## config.mk

```make
export PLATFORM = sky130hd
export DESIGN_NAME = hazard_control_unit
export DESIGN_NICKNAME = d
export VERILOG_FILES = /design/src/rtl/hazard_control_unit_pkg.sv /design/src/rtl/hazard_control_unit_hazard_detect.sv /design/src/rtl/hazard_control_unit.sv
export SDC_FILE = /design/constraint.sdc
export NUM_CORES = 1
export LEC_CHECK = 0
export BUFFER_PORTS_ARGS = -buffer_cell sky130_fd_sc_hd__buf_4
export CAP_MARGIN = 25
export CORE_ASPECT_RATIO = 0.9
export CORE_UTILIZATION = 45
export CTS_BUF_LIST = sky130_fd_sc_hd__clkbuf_8
export CTS_CLUSTER_DIAMETER = 200
export DETAILED_ROUTE_END_ITERATION = 8
export PLACE_DENSITY = 0.69
export SETUP_SLACK_MARGIN = 0.2
export SLEW_MARGIN = 20
export SYNTH_ARGS = -nofsm -noshare
export SYNTH_HDL_FRONTEND = slang
export SYNTH_SLANG_ARGS = --single-unit
```

## constraint.sdc

```tcl
create_clock -name clk -period 5.9 [get_ports clk]
set_input_delay 1.18 -clock clk [delete_from_list [all_inputs] [get_ports clk]]
set_output_delay 1.18 -clock clk [all_outputs]
set_load 0.01 [all_outputs]
```

## src/rtl/hazard_control_unit_pkg.sv

```systemverilog
// Shared definitions for the pipeline sequencing controller.
// Purpose : state encoding and default drain length. The debug unit imports
//           this package to decode the controller state.
// Ports   : none (package).
package hazard_control_unit_pkg;

  typedef enum logic [1:0] {
    ST_RUN    = 2'd0,
    ST_DRAIN  = 2'd1,
    ST_HALTED = 2'd2
  } hcu_state_t;

  // HALT needs three more advances after entering DRAIN to leave WB.
  localparam int DRAIN_CYCLES_DEFAULT = 3;

endpackage

```

## src/rtl/hazard_control_unit_hazard_detect.sv

```systemverilog
// Load-use hazard detector (purely combinational).
// Purpose : flags when the ID instruction reads a register that the load now
//           in EX has not written back yet.
// Ports   : id_rs, id_rt, id_uses_rt  - source operands of the ID instruction
//           ex_mem_read, ex_write_reg - load flag and destination of EX
//           load_use                  - stall request
module hazard_detect
  import hazard_control_unit_pkg::*;
#(
  parameter int NB = 5
) (
  input  logic [NB-1:0] id_rs,
  input  logic [NB-1:0] id_rt,
  input  logic          id_uses_rt,
  input  logic          ex_mem_read,
  input  logic [NB-1:0] ex_write_reg,
  output logic          load_use
);

  // Register 0 is hard-wired, so a load targeting it never creates a hazard.
  assign load_use = ex_mem_read && (ex_write_reg != '0) &&
                    ((ex_write_reg == id_rs) ||
                     (id_uses_rt && (ex_write_reg == id_rt)));

endmodule

```

## src/rtl/hazard_control_unit.sv

```systemverilog
// Pipeline sequencing controller for the 5-stage core.
// Purpose : drives the pipeline register enables and flushes, stalls on
//           load-use, flushes on taken branches / jumps, drains the pipeline
//           on HALT, gates advance in debug single-step mode, and counts
//           advancing and stall cycles.
// Ports   : clk, reset (sync, active-high)
//           debug_mode, step_pulse               - single-step control
//           id_rs, id_rt, id_uses_rt             - ID operand info
//           ex_mem_read, ex_write_reg            - EX load info
//           jump_id, branch_taken_mem, halt_id   - control-flow events
//           stage_enable, pc_write, ifid_write   - advance enables
//           ifid_flush, idex_flush, exmem_flush  - stage flushes
//           halted, cycle_count, stall_count     - status for the debug unit
//
// state      | meaning
// -----------+-----------------------------------------------------------
// ST_RUN     | normal issue
// ST_DRAIN   | HALT passed ID; fetch frozen, older instructions retire
// ST_HALTED  | pipeline empty and stopped; only reset leaves
module hazard_control_unit
  import hazard_control_unit_pkg::*;
#(
  parameter int len          = 32,
  parameter int NB           = $clog2(len),
  parameter int drain_cycles = DRAIN_CYCLES_DEFAULT
) (
  input  logic           clk,
  input  logic           reset,
  input  logic           debug_mode,
  input  logic           step_pulse,
  input  logic [NB-1:0]  id_rs,
  input  logic [NB-1:0]  id_rt,
  input  logic           id_uses_rt,
  input  logic           ex_mem_read,
  input  logic [NB-1:0]  ex_write_reg,
  input  logic           jump_id,
  input  logic           branch_taken_mem,
  input  logic           halt_id,
  output logic           stage_enable,
  output logic           pc_write,
  output logic           ifid_write,
  output logic           ifid_flush,
  output logic           idex_flush,
  output logic           exmem_flush,
  output logic           halted,
  output logic [len-1:0] cycle_count,
  output logic [len-1:0] stall_count
);

  localparam int DW = $clog2(drain_cycles + 1);
  localparam logic [DW-1:0] DRAIN_LAST = DW'(drain_cycles - 1);

  hcu_state_t    state;
  logic [DW-1:0] drain_cnt;
  logic          load_use;
  logic          adv;

  hazard_detect #(.NB(NB)) u_hazard_detect (
    .id_rs        (id_rs),
    .id_rt        (id_rt),
    .id_uses_rt   (id_uses_rt),
    .ex_mem_read  (ex_mem_read),
    .ex_write_reg (ex_write_reg),
    .load_use     (load_use)
  );

  assign adv = !reset && (state != ST_HALTED) && (!debug_mode || step_pulse);

  always_comb begin
    stage_enable = 1'b0;
    pc_write     = 1'b0;
    ifid_write   = 1'b0;
    ifid_flush   = 1'b0;
    idex_flush   = 1'b0;
    exmem_flush  = 1'b0;
    halted       = 1'b0;
    if (reset) begin
      ifid_flush  = 1'b1;
      idex_flush  = 1'b1;
      exmem_flush = 1'b1;
    end else if (state == ST_HALTED) begin
      halted = 1'b1;
    end else if (adv) begin
      stage_enable = 1'b1;
      if (branch_taken_mem) begin
        pc_write    = 1'b1;
        ifid_write  = 1'b1;
        ifid_flush  = 1'b1;
        idex_flush  = 1'b1;
        exmem_flush = 1'b1;
      end else if (state == ST_DRAIN) begin
        // Keep flushing IF/ID so the HALT is never reissued.
        ifid_flush = 1'b1;
        idex_flush = load_use;
      end else if (load_use) begin
        idex_flush = 1'b1;
      end else if (halt_id) begin
        // HALT moves on to EX; fetch stops here.
        ifid_write = 1'b1;
      end else if (jump_id) begin
        pc_write   = 1'b1;
        ifid_write = 1'b1;
        ifid_flush = 1'b1;
      end else begin
        pc_write   = 1'b1;
        ifid_write = 1'b1;
      end
    end
  end

  always_ff @(posedge clk) begin
    if (reset) begin
      state       <= ST_RUN;
      drain_cnt   <= '0;
      cycle_count <= '0;
      stall_count <= '0;
    end else if (adv) begin
      cycle_count <= cycle_count + 1'b1;
      if (branch_taken_mem) begin
        // A HALT being drained was on the wrong path.
        state     <= ST_RUN;
        drain_cnt <= '0;
      end else if (load_use) begin
        stall_count <= stall_count + 1'b1;
      end else if (state == ST_DRAIN) begin
        if (drain_cnt == DRAIN_LAST) begin
          state <= ST_HALTED;
        end else begin
          drain_cnt <= drain_cnt + 1'b1;
        end
      end else if (halt_id) begin
        state     <= ST_DRAIN;
        drain_cnt <= '0;
      end
    end
  end

endmodule

```

* After elaboration in Yosys (flattened, before gate mapping) *
Index checks and enable logic that the tools add are counted.

operators by class
  muxes and demuxes = 46
  equality and inequality tests = 9
  add/subtract/negate cells = 3
  reductions and logical operators = 14
  bitwise gates (word level) = 1

operator list
  kind                                                                      number
  32-bit by 1-bit adder with 32-bit output (second input constant)          2
  1-bit two-way mux                                                         36
  2-bit two-way mux                                                         10
  5-bit == test                                                             2
  4-bit AND reduction                                                       2
  1-bit logical AND                                                         5
  5-bit nonzero test                                                        1
  2-bit == test (second input constant)                                     2
  2-bit inequality test (second input constant)                             2
  3-bit by 2-bit inequality test with 1-bit output (second input constant)  1
  3-bit inequality test (second input constant)                             1
  3-bit AND reduction                                                       1
  3-bit nonzero test                                                        1
  2-bit by 1-bit adder with 2-bit output (second input constant)            1
  2-bit by 1-bit == test with 1-bit output (second input constant)          1
  1-bit logical NOT                                                         2
  1-bit logical OR                                                          2
  1-bit inverter                                                            1

word-level totals
  output and inout port bits = 71
  register bits = 68
  input bits = 24
  logic and storage cells = 77

* Logic depth before layout (Yosys ltp) *
  depth after elaboration = 10
  depth in mapped cells = 8

* Hierarchy *
Synthesis repeated with hierarchy kept, for this count alone.

second synthesis, totals
  cell total of the unflattened synthesis = 415
  area total of the unflattened synthesis = 3427.0 um^2

by module, submodules not included
  module               cells an instance  instances  area an instance (um^2)  seq. area each (um^2)
  hazard_control_unit  398                1          3294.4                   1361.3
  hazard_detect        17                 1          132.6                    0.0

* Worst setup path after synthesis *
OpenSTA, ideal clock, no wires.

  path type = input to output
  start point = input port ex_write_reg[0]
  end point = output port pc_write
  path buffers = 2
  path slack = 2153 ps
  data arrival time = 2567 ps
  stages = 6
  data required time = 4720 ps
  cells stage by stage = or4_1 o21ai_1 buf_2 buf_4 o21ai_1 a21oi_1

between the ends
  word-level cells in the longest chain between the ends = 10
  elaborated cells on any way between the ends = 13
  those cells by class = eq/ne (2); mux (6); reduce/logical (5)

RTL lines
  item                   RTL line                                 source
  from (decl)            hazard_control_unit.sv:35                input logic [NB-1:0] ex_write_reg,
  5-bit == test          hazard_control_unit_hazard_detect.sv:23  (id_uses_rt && (ex_write_reg == id_rt)));
  1-bit logical AND      hazard_control_unit_hazard_detect.sv:23
  1-bit logical OR       hazard_control_unit_hazard_detect.sv:22  ((ex_write_reg == id_rs) ||
  1-bit logical AND (*)  hazard_control_unit_hazard_detect.sv:21  assign load_use = ex_mem_read && (ex_write_reg != '0) &&
  1-bit two-way mux (*)  hazard_control_unit.sv:95                end else if (load_use) begin
  1-bit two-way mux (*)  hazard_control_unit.sv:91                end else if (state == ST_DRAIN) begin
  1-bit two-way mux (*)  hazard_control_unit.sv:85                if (branch_taken_mem) begin
  1-bit two-way mux (*)  hazard_control_unit.sv:83                end else if (adv) begin
  1-bit two-way mux (*)  hazard_control_unit.sv:81                end else if (state == ST_HALTED) begin
  1-bit two-way mux (*)  hazard_control_unit.sv:77                if (reset) begin
  to (decl)              hazard_control_unit.sv:40                output logic pc_write,

Every way passes the cells marked *; elsewhere a longest branch is shown, timed or not.

* Worst setup path after layout *
  start point = input port reset
  end point = output port idex_flush

between the ends
  word-level cells in the longest chain between the ends = 6

RTL lines
  item                            RTL line                   source
  from (decl)                     hazard_control_unit.sv:28  input logic reset,
  1-bit logical NOT               hazard_control_unit.sv:67  assign adv = !reset && (state != ST_HALTED) && (!debug_mode || step_pulse);
  1-bit logical AND (2 in a row)  hazard_control_unit.sv:67
  1-bit two-way mux               hazard_control_unit.sv:83
  1-bit two-way mux               hazard_control_unit.sv:81
  1-bit two-way mux (*)           hazard_control_unit.sv:77
  to (decl)                       hazard_control_unit.sv:43  output logic idex_flush,

Marked as above.

==> summary.md <==
| Metric | Value |
|---|---|
| Hold Crit Endpoint | drain_cnt[0] |
| Area delta synth->final | 24.44% |
| Run status | complete, no violations |
| Fmax | ~0.24 GHz |
| First-pass GRT wire length | about 17000 um |
| Drt initial violations | a little under 200 |
| Critical path endpoint category | output port |
| Number of antenna repair diodes | 0 |
| Syn Std Cell Area | a little under 4000 um2 |
| Dpl ws | 1.775 ns |
| Ys flop type | dfxtp_1 |
| Synth Warn # | 0 |
| Pwr Density | 191.5 nW/um2 |
| Critical setup path kind | in2out |
| Clock tree sinks | 68 |
| # DRC | 0 |
| H-tree levels | 3 |
| R2R Setup Slk | ~3.6 ns |
| Via count | 3816 |
| Setup tns final | 0 ns |
| Placement Cell Area | 4664 um2 |
| RePlAce Congestion | 0.8298 |
| Initial antenna violation count | 0 |
| Num rows | 31 |
| Hold Path Cell Cnt | 1 |
| Via density per instance | between 5 and 6 |
| Most frequent cells in the layout | buf_4 (96), dfxtp_1 (68), nor2_1 (54), nand4_1 (27), nand3_1 (24) |
| Hold WS | 0.4551 ns |
| Via count of the first global-routing pass | 3449 |
| Mean area per synthesized cell | 8.463 um2 |
| CP required | approximately 4.7 ns |
| Hold Path Origin | drain_cnt[0] |
| Final Cycle Share | 0.7073 |
| Sequential share of the synthesized area | 0.3489 |
| Commonest non-fill, non-tap cell in the layout | buf_4 |
| Die W | roughly 100 um |
| Max-slew violations | 0 |
| Maximum VDD drop | ~0.12 mV |
| FF-to-FF Start | stall_count[1] |
| IO buf count | 94 |
| Hold Crit Class | reg2reg |
| Nets@finish | approximately 570 |
| Routed Antenna Nets | 0 |
| Final setup fails | 0 |
| CTS Buffer Depth | 2 |
| Initial Utilization | 0.4744 |
| RSZ-0062 raised after global routing | no |
| Drt wl/cell | 15.22 um |
| CP Max Fanout | 87 |
| Core footprint | just over 8000 um2 |
| Largest net degree at the start of global routing | 88 |
| GRT Total Usage | 0.2291 |
| Flops & latches, synth | roughly 70 |
| Syn nets | around 490 |
| Final-report hold violation count | 0 |
| Die H | between 90 and 100 um |
| Post-layout util | 0.5904 |
| CTS Hold Bufs | 0 |
| Layout Cell Area excl Fill | around 4900 um2 |
| Critical R2R Capture | stall_count[22] |
| CTS clk-pin slew, worst paths | roughly 0.070 ns |
| Ys async rst share | 0 |
| Post-CTS setup buffers | 0 |
| Die area | a little over 9000 um2 |
| CTS tree | built |
| DP Wirelength | roughly 6900 um |
| Distinct cells, synth | between 50 and 60 |
| Initial DRT Pass Iterations | 4 |
| Boundary Pins | 95 |
| DRT Wirelength | ~10000 um |
| Worst Max-Slew Pin Slew | a little under 0.9 ns |
| Total of max-cap violations | 0 |
| Leakage | around 1.9 nW |
| Cell count after synthesis | ~460 |
| Worst Reg-to-Reg Cells | 6 |
| Worst-Skew Late Latency | 0.35 ns |
| Slew margin rel. | 0.4182 |
| Aggregate global routing overflow | 0 |
| Cts repair resizes | 0 |
| Total CTS buffers | 9 |
| Crit path time final | 4.173 ns |
| Proportion of layout cells with a drive suffix above 1 | 0.2656 |
| Startpoint types | input pin |
| Root buffer cell | clkbuf_8 |
| Worst EP arrival | 2.99 ns |
| Final clock skew | about 0.01 ns |
| Setup slack after layout | 1.727 ns |
| EDFF count, synth | 0 |
-- synth_stat cells (2+ instances only) --
cell       number  area, um2
o41ai_1         9      78.83
o2bb2ai_1       2      17.52
dfxtp_1        68       1361
ha_1            3      37.54
or2_2          14      87.58
nor3b_1         3      22.52
nand2b_1        5      31.28
xnor2_1        10      87.58
o31ai_1         4      30.03
buf_2           9      45.04
nand2_1        19      71.32
xor2_1         23      201.4
o21ai_1         7      35.03
inv_1          14      52.55
mux2_1         15      168.9
nor4_1         15      93.84
o21ai_0         3      15.01
nor4_2          2      25.02
buf_4           2      15.01
nand4_1        27      168.9
buf_1           3      11.26
nor3_2          3      30.03
and2_1          9      56.30
clkbuf_1       11      41.29
or4_1           5      37.54
nand3_1        24      120.1
o311ai_1       14      122.6
nor2_1         54      202.7
and4_1          8      70.07
a21oi_1        15      75.07
o41ai_2         5      81.33
nor2b_1        17      106.4
nor4b_2         2      30.03
or3_1           4      25.02
a31o_2          3      26.28
and3_1          8      50.05
nor3_1          7      35.03
-- power breakdown --
group	leakage, nW	switching [W]	internal [W]	total (W)
combinational	1.24	0.0000524	0.0000333	0.0000857
sequential	0.548	0.00000322	0.000461	0.000464
clock	0.0979	0.000177	0.000202	0.000379
-- per-layer routing --
| metal | track usage | vias up | routed length, um |
|---|---|---|---|
| met5 | 0 | - | 0 |
| met4 | 0.07005 | 0 | 133 |
| met3 | 0.04412 | 10 | 414 |
| met2 | 0.3687 | 108 | 4860 |
| met1 | 0.3084 | 1834 | 4655 |
| li1 | - | 1864 | - |
-- worst max path at each step --
| stage | endpoint | depth (start not counted) | slack, ns | start |
|---|---|---|---|---|
| 6_report | idex_flush | 6 | 1.73 | reset |
| 5_1_grt | idex_flush | 6 | 1.56 | reset |
| 4_1_cts | ifid_write | 8 | 1.77 | ex_write_reg[3] |
| 3_5_place_dp | ifid_write | 8 | 1.78 | ex_write_reg[3] |
| 3_3_place_gp | idex_flush | 6 | 1.82 | reset |
| 2_1_floorplan | pc_write | 6 | 2.15 | ex_write_reg[0] |
-- flip-flops by register name, summed over array words and instances, names as in the netlist --
register,cells
cycle_count,32
drain_cnt,2
stall_count,32
state,2
-- critical path: stages --
cell	delay, ns
buf_4	0.64
inv_2	0.35
nand2_1	0.20
clkinv_1	0.22
a21o_1	0.21
buf_4	0.13
-- stage by stage --
step           total power [W]  cells
6_report             0.0009295    661
3_3_place_gp         0.0005578    646
2_1_floorplan        0.0005262    461
4_1_cts              0.0009389    661
5_1_grt              0.0009675    661
3_5_place_dp         0.0005597    646
-- logic make-up after synthesis --
family	count (synthesis)	synth area share
AND/OR/NAND/NOR	228	0.3310
AO/OA/AOI/OAI	71	0.1434
flip-flops	68	0.3489
buffers and inverters	42	0.04714
XOR/XNOR	33	0.07408
multiplexers	16	0.04586
adder cells (fa/ha/maj)	3	0.009623
-- area by class of cell --
type / instances / area (um2)
clock buffers: 10 / 137.6
clock inverters: 5 / 52.55
fillers: 769 / 3368
inverters: 16 / 60.06
multi-input cells: 351 / 2379
flip-flops and latches: 68 / 1361
well taps: 115 / 143.9
repair buffers: 96 / 720.7
(Power assumes the default switching activity.)
